`src/rtl/genius_pkg.sv`:
```
// Shared definitions for the Genius (Simon-style) memory game datapath:
// colour codes, LFSR seed/taps, result LED patterns and the colour decode.
package genius_pkg;

    typedef enum logic [1:0] {
        COL_GREEN  = 2'd0,
        COL_RED    = 2'd1,
        COL_YELLOW = 2'd2,
        COL_BLUE   = 2'd3
    } colour_e;

    localparam logic [15:0] LFSR_SEED = 16'hACE1;
    // Right-shifting Fibonacci form of taps 16,14,13,11: feedback from bits 0,2,3,5.
    localparam logic [15:0] LFSR_TAPS = 16'h002D;

    localparam logic [3:0] LED_WIN  = 4'b1111;
    localparam logic [3:0] LED_LOSE = 4'b1001;

    function automatic logic [3:0] onehot(input logic [1:0] code);
        onehot = 4'b0001 << code;
    endfunction

endpackage

```
`src/rtl/genius_lfsr.sv`:
```
// Free-running 16-bit Fibonacci LFSR; the low two bits feed new sequence colours.
module genius_lfsr
    import genius_pkg::*;
(
    input  logic        CLOCK,
    input  logic        reset,
    output logic [15:0] q
);

    logic [15:0] q_q;
    logic [15:0] q_d;

    always_comb begin
        q_d = {^(q_q & LFSR_TAPS), q_q[15:1]};
    end

    always_ff @(posedge CLOCK or posedge reset) begin
        if (reset) q_q <= LFSR_SEED;
        else       q_q <= q_d;
    end

    assign q = q_q;

endmodule

```
`src/rtl/genius_datapath.sv`:
```
// Genius game datapath: sequence memory, FPGA playback, user key checking and
// status flags, sequenced by single-cycle strobes from an external controller.
module genius_datapath
    import genius_pkg::*;
#(
    parameter int SEQ_LEN        = 16,
    parameter int STEP_CYCLES    = 25_000_000,
    parameter int TIMEOUT_CYCLES = 250_000_000
) (
    input  logic                       CLOCK,
    input  logic                       reset,
    input  logic                       R1,
    input  logic                       R2,
    input  logic                       E1,
    input  logic                       E2,
    input  logic                       E3,
    input  logic                       E4,
    input  logic                       SEL,
    input  logic [3:0]                 KEY,
    output logic [3:0]                 LEDR,
    output logic [$clog2(SEQ_LEN)-1:0] ROUND,
    output logic                       end_FPGA,
    output logic                       end_User,
    output logic                       end_time,
    output logic                       win,
    output logic                       match
);

    localparam int RW = $clog2(SEQ_LEN);
    localparam int SW = $clog2(STEP_CYCLES);
    localparam int TW = $clog2(TIMEOUT_CYCLES);
    localparam logic [RW-1:0] LAST_ROUND = RW'(SEQ_LEN - 1);
    localparam logic [SW-1:0] STEP_LAST  = SW'(STEP_CYCLES - 1);
    localparam logic [SW-1:0] STEP_HALF  = SW'(STEP_CYCLES / 2);
    localparam logic [TW-1:0] TMO_LAST   = TW'(TIMEOUT_CYCLES - 1);
    localparam logic [31:0]   STEP_U     = 32'(STEP_CYCLES);

    logic [15:0]   lfsr_q;
    logic [1:0]    mem_q [SEQ_LEN];
    logic          mem_we;
    logic [RW-1:0] mem_addr;

    logic [RW-1:0] round_q, round_d, play_idx_q, play_idx_d, user_idx_q, user_idx_d;
    logic [SW-1:0] step_q, step_d;
    logic [TW-1:0] tmo_q, tmo_d;
    logic [3:0]    echo_q, echo_d, exp_key;
    logic          err_q, err_d, won_q, won_d, match_q, match_d;
    logic          end_fpga_q, end_fpga_d, end_user_q, end_user_d, end_time_q, end_time_d;

    genius_lfsr u_lfsr (
        .CLOCK (CLOCK),
        .reset (reset),
        .q     (lfsr_q)
    );

    // E4 is a pure observation phase and only two LFSR bits make colours.
    logic unused_sink;
    assign unused_sink = ^{lfsr_q[15:2], E4};

    always_comb begin
        round_d    = round_q;
        play_idx_d = play_idx_q;
        user_idx_d = user_idx_q;
        step_d     = step_q;
        tmo_d      = tmo_q;
        echo_d     = echo_q;
        err_d      = err_q;
        won_d      = won_q;
        end_fpga_d = end_fpga_q;
        end_user_d = end_user_q;
        end_time_d = end_time_q;
        mem_we     = 1'b0;
        mem_addr   = '0;
        exp_key    = onehot(mem_q[user_idx_q]);

        if (R1) begin
            round_d    = '0;
            play_idx_d = '0;
            user_idx_d = '0;
            step_d     = '0;
            tmo_d      = '0;
            echo_d     = '0;
            err_d      = 1'b0;
            won_d      = 1'b0;
            end_fpga_d = 1'b0;
            end_user_d = 1'b0;
            end_time_d = 1'b0;
        end else if (R2) begin
            play_idx_d = '0;
            user_idx_d = '0;
            step_d     = '0;
            tmo_d      = '0;
            echo_d     = '0;
            err_d      = 1'b0;
            end_fpga_d = 1'b0;
            end_user_d = 1'b0;
            end_time_d = 1'b0;
            if (round_q != LAST_ROUND) begin
                round_d  = round_q + 1'b1;
                mem_we   = 1'b1;
                mem_addr = round_q + 1'b1;
            end else begin
                won_d = 1'b1;
            end
        end else if (E3) begin
            if (step_q == STEP_LAST) begin
                step_d = '0;
                if (play_idx_q != round_q) play_idx_d = play_idx_q + 1'b1;
                else                       end_fpga_d = 1'b1;
            end else begin
                step_d = step_q + 1'b1;
            end
        end else if (E2) begin
            // A key always wins over a simultaneous timeout.
            if (KEY != 4'b0000) begin
                tmo_d = '0;
                if (!end_user_q) begin
                    echo_d = KEY;
                    if (KEY != exp_key) begin
                        err_d      = 1'b1;
                        end_user_d = 1'b1;
                    end else if (user_idx_q == round_q) begin
                        end_user_d = 1'b1;
                    end else begin
                        user_idx_d = user_idx_q + 1'b1;
                    end
                end
            end else if (tmo_q == TMO_LAST) begin
                end_time_d = 1'b1;
            end else begin
                tmo_d = tmo_q + 1'b1;
            end
        end else if (E1) begin
            mem_we = 1'b1;
        end

        match_d = end_user_d & ~err_d;
    end

    always_ff @(posedge CLOCK) begin
        if (mem_we) mem_q[mem_addr] <= lfsr_q[1:0];
    end

    always_ff @(posedge CLOCK or posedge reset) begin
        if (reset) begin
            round_q    <= '0;
            play_idx_q <= '0;
            user_idx_q <= '0;
            step_q     <= '0;
            tmo_q      <= '0;
            echo_q     <= '0;
            err_q      <= 1'b0;
            won_q      <= 1'b0;
            match_q    <= 1'b0;
            end_fpga_q <= 1'b0;
            end_user_q <= 1'b0;
            end_time_q <= 1'b0;
        end else begin
            round_q    <= round_d;
            play_idx_q <= play_idx_d;
            user_idx_q <= user_idx_d;
            step_q     <= step_d;
            tmo_q      <= tmo_d;
            echo_q     <= echo_d;
            err_q      <= err_d;
            won_q      <= won_d;
            match_q    <= match_d;
            end_fpga_q <= end_fpga_d;
            end_user_q <= end_user_d;
            end_time_q <= end_time_d;
        end
    end

    always_comb begin
        LEDR = 4'b0000;
        if (reset) begin
            LEDR = 4'b0000;
        end else if (E3) begin
            if (step_q < STEP_HALF) LEDR = onehot(mem_q[play_idx_q]);
        end else if (E2) begin
            // The timeout counter restarts on each key, so it doubles as the echo timer.
            if (32'(tmo_q) < STEP_U) LEDR = echo_q;
        end else if (SEL) begin
            LEDR = won_q ? LED_WIN : LED_LOSE;
        end
    end

    assign ROUND    = round_q;
    assign end_FPGA = end_fpga_q;
    assign end_User = end_user_q;
    assign end_time = end_time_q;
    assign match    = match_q;
    assign win      = (round_q == LAST_ROUND) & ~err_q;

endmodule
```
`config.mk`:
```
export PLATFORM = sky130hd
export DESIGN_NAME = genius_datapath
export DESIGN_NICKNAME = d
export VERILOG_FILES = /design/src/rtl/genius_pkg.sv /design/src/rtl/genius_lfsr.sv /design/src/rtl/genius_datapath.sv
export SDC_FILE = /design/constraint.sdc
export NUM_CORES = 1
export LEC_CHECK = 0
export ABC_CLOCK_PERIOD_IN_PS = 7380
export CAP_MARGIN = 20
export CORE_UTILIZATION = 50
export DETAILED_ROUTE_END_ITERATION = 16
export PLACE_DENSITY = 0.7
export SETUP_SLACK_MARGIN = 0.4
export SLEW_MARGIN = 20
export SYNTH_ARGS = -nofsm -noshare
export SYNTH_HDL_FRONTEND = slang
export SYNTH_SLANG_ARGS = --single-unit
```
`constraint.sdc`:
```
create_clock -name CLOCK -period 7.38 [get_ports CLOCK]
set_clock_uncertainty 0.2 [all_clocks]
set_input_delay 2.214 -clock CLOCK [delete_from_list [all_inputs] [get_ports CLOCK]]
set_output_delay 2.214 -clock CLOCK [all_outputs]
set_load 0.02 [all_outputs]
```
# [Word level (Yosys, flattened, before mapping)]
# Memories as Yosys holds them, arrays and structs flattened.
# Cells that the tools add are included.
# Widths: inputs -> output; s select.
[word_totals] register_bits=91 ram_bits=32 input_bits=13 output_inout_bits=13 word_cells=139 n_memories=1
[mem_list] name="mem_q" depth=16 width=2 rd=2 rd_ports_with_merged_regs=0 write_ports=1 line="genius_datapath.sv:39" source="logic [1:0] mem_q [SEQ_LEN];"
[classes] n_addsub=5 order_cmp=2 n_eq_ne=15 shifts=2 n_mux=79 bitwise_logic=4 n_reduce_logical=18
[op_table] cell="$mux 28" count=6
[op_table] cell="$mux 4" count=31
[op_table] cell="$mux 25" count=4
[op_table] cell="$mux 1" count=37
[op_table] cell="$add 28x1->28 const B" count=1
[op_table] cell="$eq 28x28->1 const B" count=1
[op_table] cell="$lt 28x25->1 const B" count=1
[op_table] cell="$add 25x1->25 const B" count=1
[op_table] cell="$eq 25x25->1 const B" count=1
[op_table] cell="$lt 25x24->1 const B" count=1
[op_table] cell="$ne 3x3->1 const B" count=6
[op_table] cell="$reduce_bool 3->1" count=6
[op_table] cell="$reduce_xor 16->1" count=1
[op_table] cell="$add 4x1->4 const B" count=3
[op_table] cell="$reduce_and 3->1" count=3
[op_table] cell="$ne 4x4->1" count=2
[op_table] cell="$ne 4x4->1 const B" count=2
[op_table] cell="$reduce_and 4->1" count=2
[op_table] cell="$shl 1x2->4 const A" count=2
[op_table] cell="$reduce_and 6->1" count=1
[op_table] cell="$eq 4x4->1" count=1
[op_table] cell="$eq 4x4->1 const B" count=1
[op_table] cell="$reduce_and 2->1" count=2
[op_table] cell="$reduce_bool 2->1" count=2
[op_table] cell="other kinds (5)" count=7

# [Longest topological paths before layout]
# An unclocked memory read counts as a cell.
[logic_depth] ltp_word=12 depth_mapped=9 mapped_depth_nobuf=8

# [Cells and area by module]
# Synthesis repeated with hierarchy kept, for this count alone.
[hier_totals] hier_cells=624 area_unflattened_um2=6378.6
[modules_own_cells] mod="genius_datapath" instances=1 cells_per_inst=589 area_each_um2=5825.6 seq_area_each_um2=2837.7
[modules_own_cells] mod="genius_lfsr" instances=1 cells_per_inst=35 area_each_um2=553.0 seq_area_each_um2=410.4

# [Worst setup path before layout]
# No wires, ideal clock.
[synth_path] kind="input-to-output" startpoint="in reset" endpoint="out LEDR[2]" arrival_ns=4.897 t_required_ns=4.966 slack_ns=0.069 path_stages=3 path_buffers=0 path_cell_list="inv_1 nand4b_1 o221ai_1"
[synth_via] elab_chain_cells=1
[synth_rtl] item="start, declared" line="genius_datapath.sv:11" source="input logic reset,"
[synth_rtl] item="$mux 4" line="genius_datapath.sv:176" source="if (reset) begin"
[synth_rtl] item="end, declared" line="genius_datapath.sv:20" source="output logic [3:0] LEDR,"
# Every way passes these cells.

# [Worst setup path in the final report]
[layout_path] startpoint="in E3" endpoint="out LEDR[1]"
[layout_via] elab_chain_cells=2
[layout_rtl] item="start, declared" line="genius_datapath.sv:16" source="input logic E3,"
[layout_rtl] item="$mux 4" line="genius_datapath.sv:178" source="end else if (E3) begin"
[layout_rtl] item="$mux 4" line="genius_datapath.sv:176"
# Every way passes these cells.

==> results by group <==
Timing
  – Final hold vios: 0
  – Max-slew violation count: 0
  – F_max: 151 MHz
  – Worst Tran Pin Value: 1.01 ns
  – Tcrit/Tclk final: 89.5%
  – Slew HR: 32.6%
  – Setup TNS: 0 ns
  – Final Setup Violations: 0
  – RSZ-0062 raised after global routing: no
  – Final min period: ~6.6 ns

Global route
  – Global-route wire length before repair: 22,900 um
  – Total grt overflow: 0
  – Vias in the first global route: 4,608
  – GRT Total Usage: between 20% and 30%
  – Maximum number of pins on one net before global-route repair: 52
  – Antenna violations before repair: 0

Logic synthesis
  – Ys flop type: dfrtp_1
  – XOR/XNOR Fraction of Synth Area: 6.67%
  – Synth cell count leaders: dfrtp_1 (83), nor2_1 (75), nand2_1 (50)
  – Most common cell in the netlist: dfrtp_1
  – EDFF count, synth: 32
  – Number of synthesized register bits: between 100 and 150
  – Largest family of logic cells by synthesized area: simple AND/OR/NAND/NOR gates
  – Synth unique cells: 65
  – Synth top area share: 32.9%
  – Register area share after synthesis: 51.5%
  – Synthesized cell area: 6300 um^2
  – Cell taking the most area after synthesis: dfrtp_1
  – Syn Nets: about 610
  – Compound-Gate Fraction of Synth Area: 10.5%
  – Synth Area in Adders: 0.992%
  – Share of synthesized flip-flops with an asynchronous set or reset: 74.0%
  – Synth top area cells: dfrtp_1 (33%), edfxtp_1 (15%), mux4_2 (5.0%)
  – Cells after Synth: 588
  – Multiplexer area fraction after synthesis: 7.26%
  – Syn. warnings: 0
  – Syn_area_per_cell: 10.7 um^2
  – Simple-gate share of the synthesized area: a little over a fifth

Worst setup path
  – Worst R2R Path Depth: 7
  – Worst setup SP type: primary input
  – Critical path type: in2out
  – Flop-to-flop setup slack: between 4 and 5 ns
  – Critical path required time: between 4 and 5 ns
  – Crit path DAT: 4.19 ns
  – Max FO, Critical Path: 12
  – RR Endpoint: tmo_q[20]
  – Worst Setup End Kind: primary output
  – RR Startpoint: tmo_q[0]

Placed design
  – Dpl hpwl: 9360 um
  – RD Place Congestion: about 0.87
  – I/O Buffers: 24

Die
  – Die height: 114 um
  – # IOs: 26
  – Cell row count: 40
  – Die width: between 100 and 150 um
  – Core ar.: approximately 12,000 um^2
  – Die area: 13,100 um^2
  – Initial Util: 51.8%

Pwr
  – VDD IR-drop max: 0.182 mV
  – Leakage Power: 0.00276 uW
  – Pwr Density: 220 nW/um^2

CTS
  – Clock sink count: between 100 and 150
  – Hold_buf cts: 0
  – CTS Buf Count: 17
  – Clock Latency Late Sink: 0.43 ns
  – Clock transition at path regs: 0.06 ns
  – H-tree depth: 4
  – Setup Buffers After CTS: 0
  – Worst-case clock buffer depth: 2
  – Root buffer cell: clkbuf_16
  – CTS tree: yes
  – Post-CTS resize count: 0

Routing
  – Iter 0 DRT Violations: 373
  – Vias per cell: roughly 5.9
  – Routed Antenna Nets: 0
  – Residual DRC count: 0
  – DR WL/cell: between 15 and 20 um
  – Drt pass-1 iters: 5
  – Vias: around 4,600
  – DRT Wirelength: ~14,000 um

Cells and area
  – Ant. Diodes: 0
  – NumNets Final: between 600 and 700
  – Syn-to-layout area delta: 15.1%
  – Share of layout cells above drive strength 1: between 10 and 15%
  – Post-layout util: 59.7%

Hold path
  – Min-delay src: u_lfsr.q[14]
  – Hold depth: 0
  – Hold worst-path end: u_lfsr.q[13]
  – Tightest Hold Check Type: reg2reg

Outcome
  – Status: completed

Job
  – Max Cap Violations: 0
==> routing by layer <==
metal  routed length [um]  global-route usage [%]  vias up  part of all wire [%]
met5                    0                       0        -                     0
li1                     -                       -     2192                     -
met1                 6240                    29.9     2309                    45
met2                 6520                    36.6      111                    48
met4                  374                    10.4        0                   2.7
met3                  576                    5.88       31                   4.2
==> final cells by class <==
type / count / area, um^2
Clock buffer: 17 / 425
Multi-Input combinational cell: 433 / 2920
Sequential cell: 123 / 3250
Timing Repair Buffer: 28 / 270
Tap cell: 168 / 210
Fill cell: 978 / 4900
Inverter: 9 / 37.5
Clock inverter: 15 / 150
==> power by group <==
group	internal, uW	switching, uW	leakage, uW	total (uW)
clock network	495	313	0.000267	807
registers	701	8.78	0.00150	710
logic	30.8	49.9	0.000989	80.8
==> per-stage QoR <==
step / hold WS, ns / cell area (um^2) / total power, uW / instances / setup slack, ns
finish: 0.145 / 7260 / 1600 / 793 / 0.775
global route: 0.149 / 7260 / 1640 / 793 / 0.682
CTS: 0.148 / 7260 / 1610 / 793 / 0.797
detailed placement: 0.136 / 6680 / 804 / 761 / 0.799
global placement: 0.138 / 6680 / 801 / 761 / 0.887
floorplan: 0.131 / 6310 / 775 / 588 / 0.790
==> cell usage in the layout, fill, tap and decap left out, types with 8 or more instances in the layout <==
cell type	count
nor3_1	17
nor2b_1	8
and3_1	10
mux4_2	14
xor2_1	35
o21ai_0	39
nand2_1	50
a21oi_1	14
mux2i_1	9
clkdlybuf4s50_1	24
xnor2_1	13
dfrtp_1	83
clkbuf_16	17
nand3_1	33
nand4_1	19
edfxtp_1	32
dfstp_2	8
nor2_1	75
inv_1	8
==> worst max-delay path by stage <==
stage	startpoint	endpoint	slack, ns	cells past startpoint
floorplan	reset	LEDR[2]	0.79	3
global placement	E3	LEDR[2]	0.89	5
detailed placement	E3	LEDR[1]	0.80	5
CTS	E3	LEDR[1]	0.80	5
global route	E3	LEDR[1]	0.68	5
finish	E3	LEDR[1]	0.77	5
==> critical path, stage by stage <==
cell and delay [ns]:
clkdlybuf4s50_1 0.63, nor3_1 0.41, nand2_1 0.10, o221ai_1 0.20, clkdlybuf4s50_1 0.63
==> sequential cells by signal, indices dropped and copies added, names as in the netlist, 4 cells and up <==
name / cells
play_idx_q: 4
step_q: 25
ROUND: 4
tmo_q: 28
u_lfsr.q: 16
mem_q: 32
echo_q: 4
user_idx_q: 4
==> logic make-up after synthesis <==
group	after synthesis
mux	25
fa+ha+maj	5
simple gates	260
buf+inv	32
flops	123
compound gates	95
xor+xnor	48
Note: power is estimated with default switching activity, not from simulation.
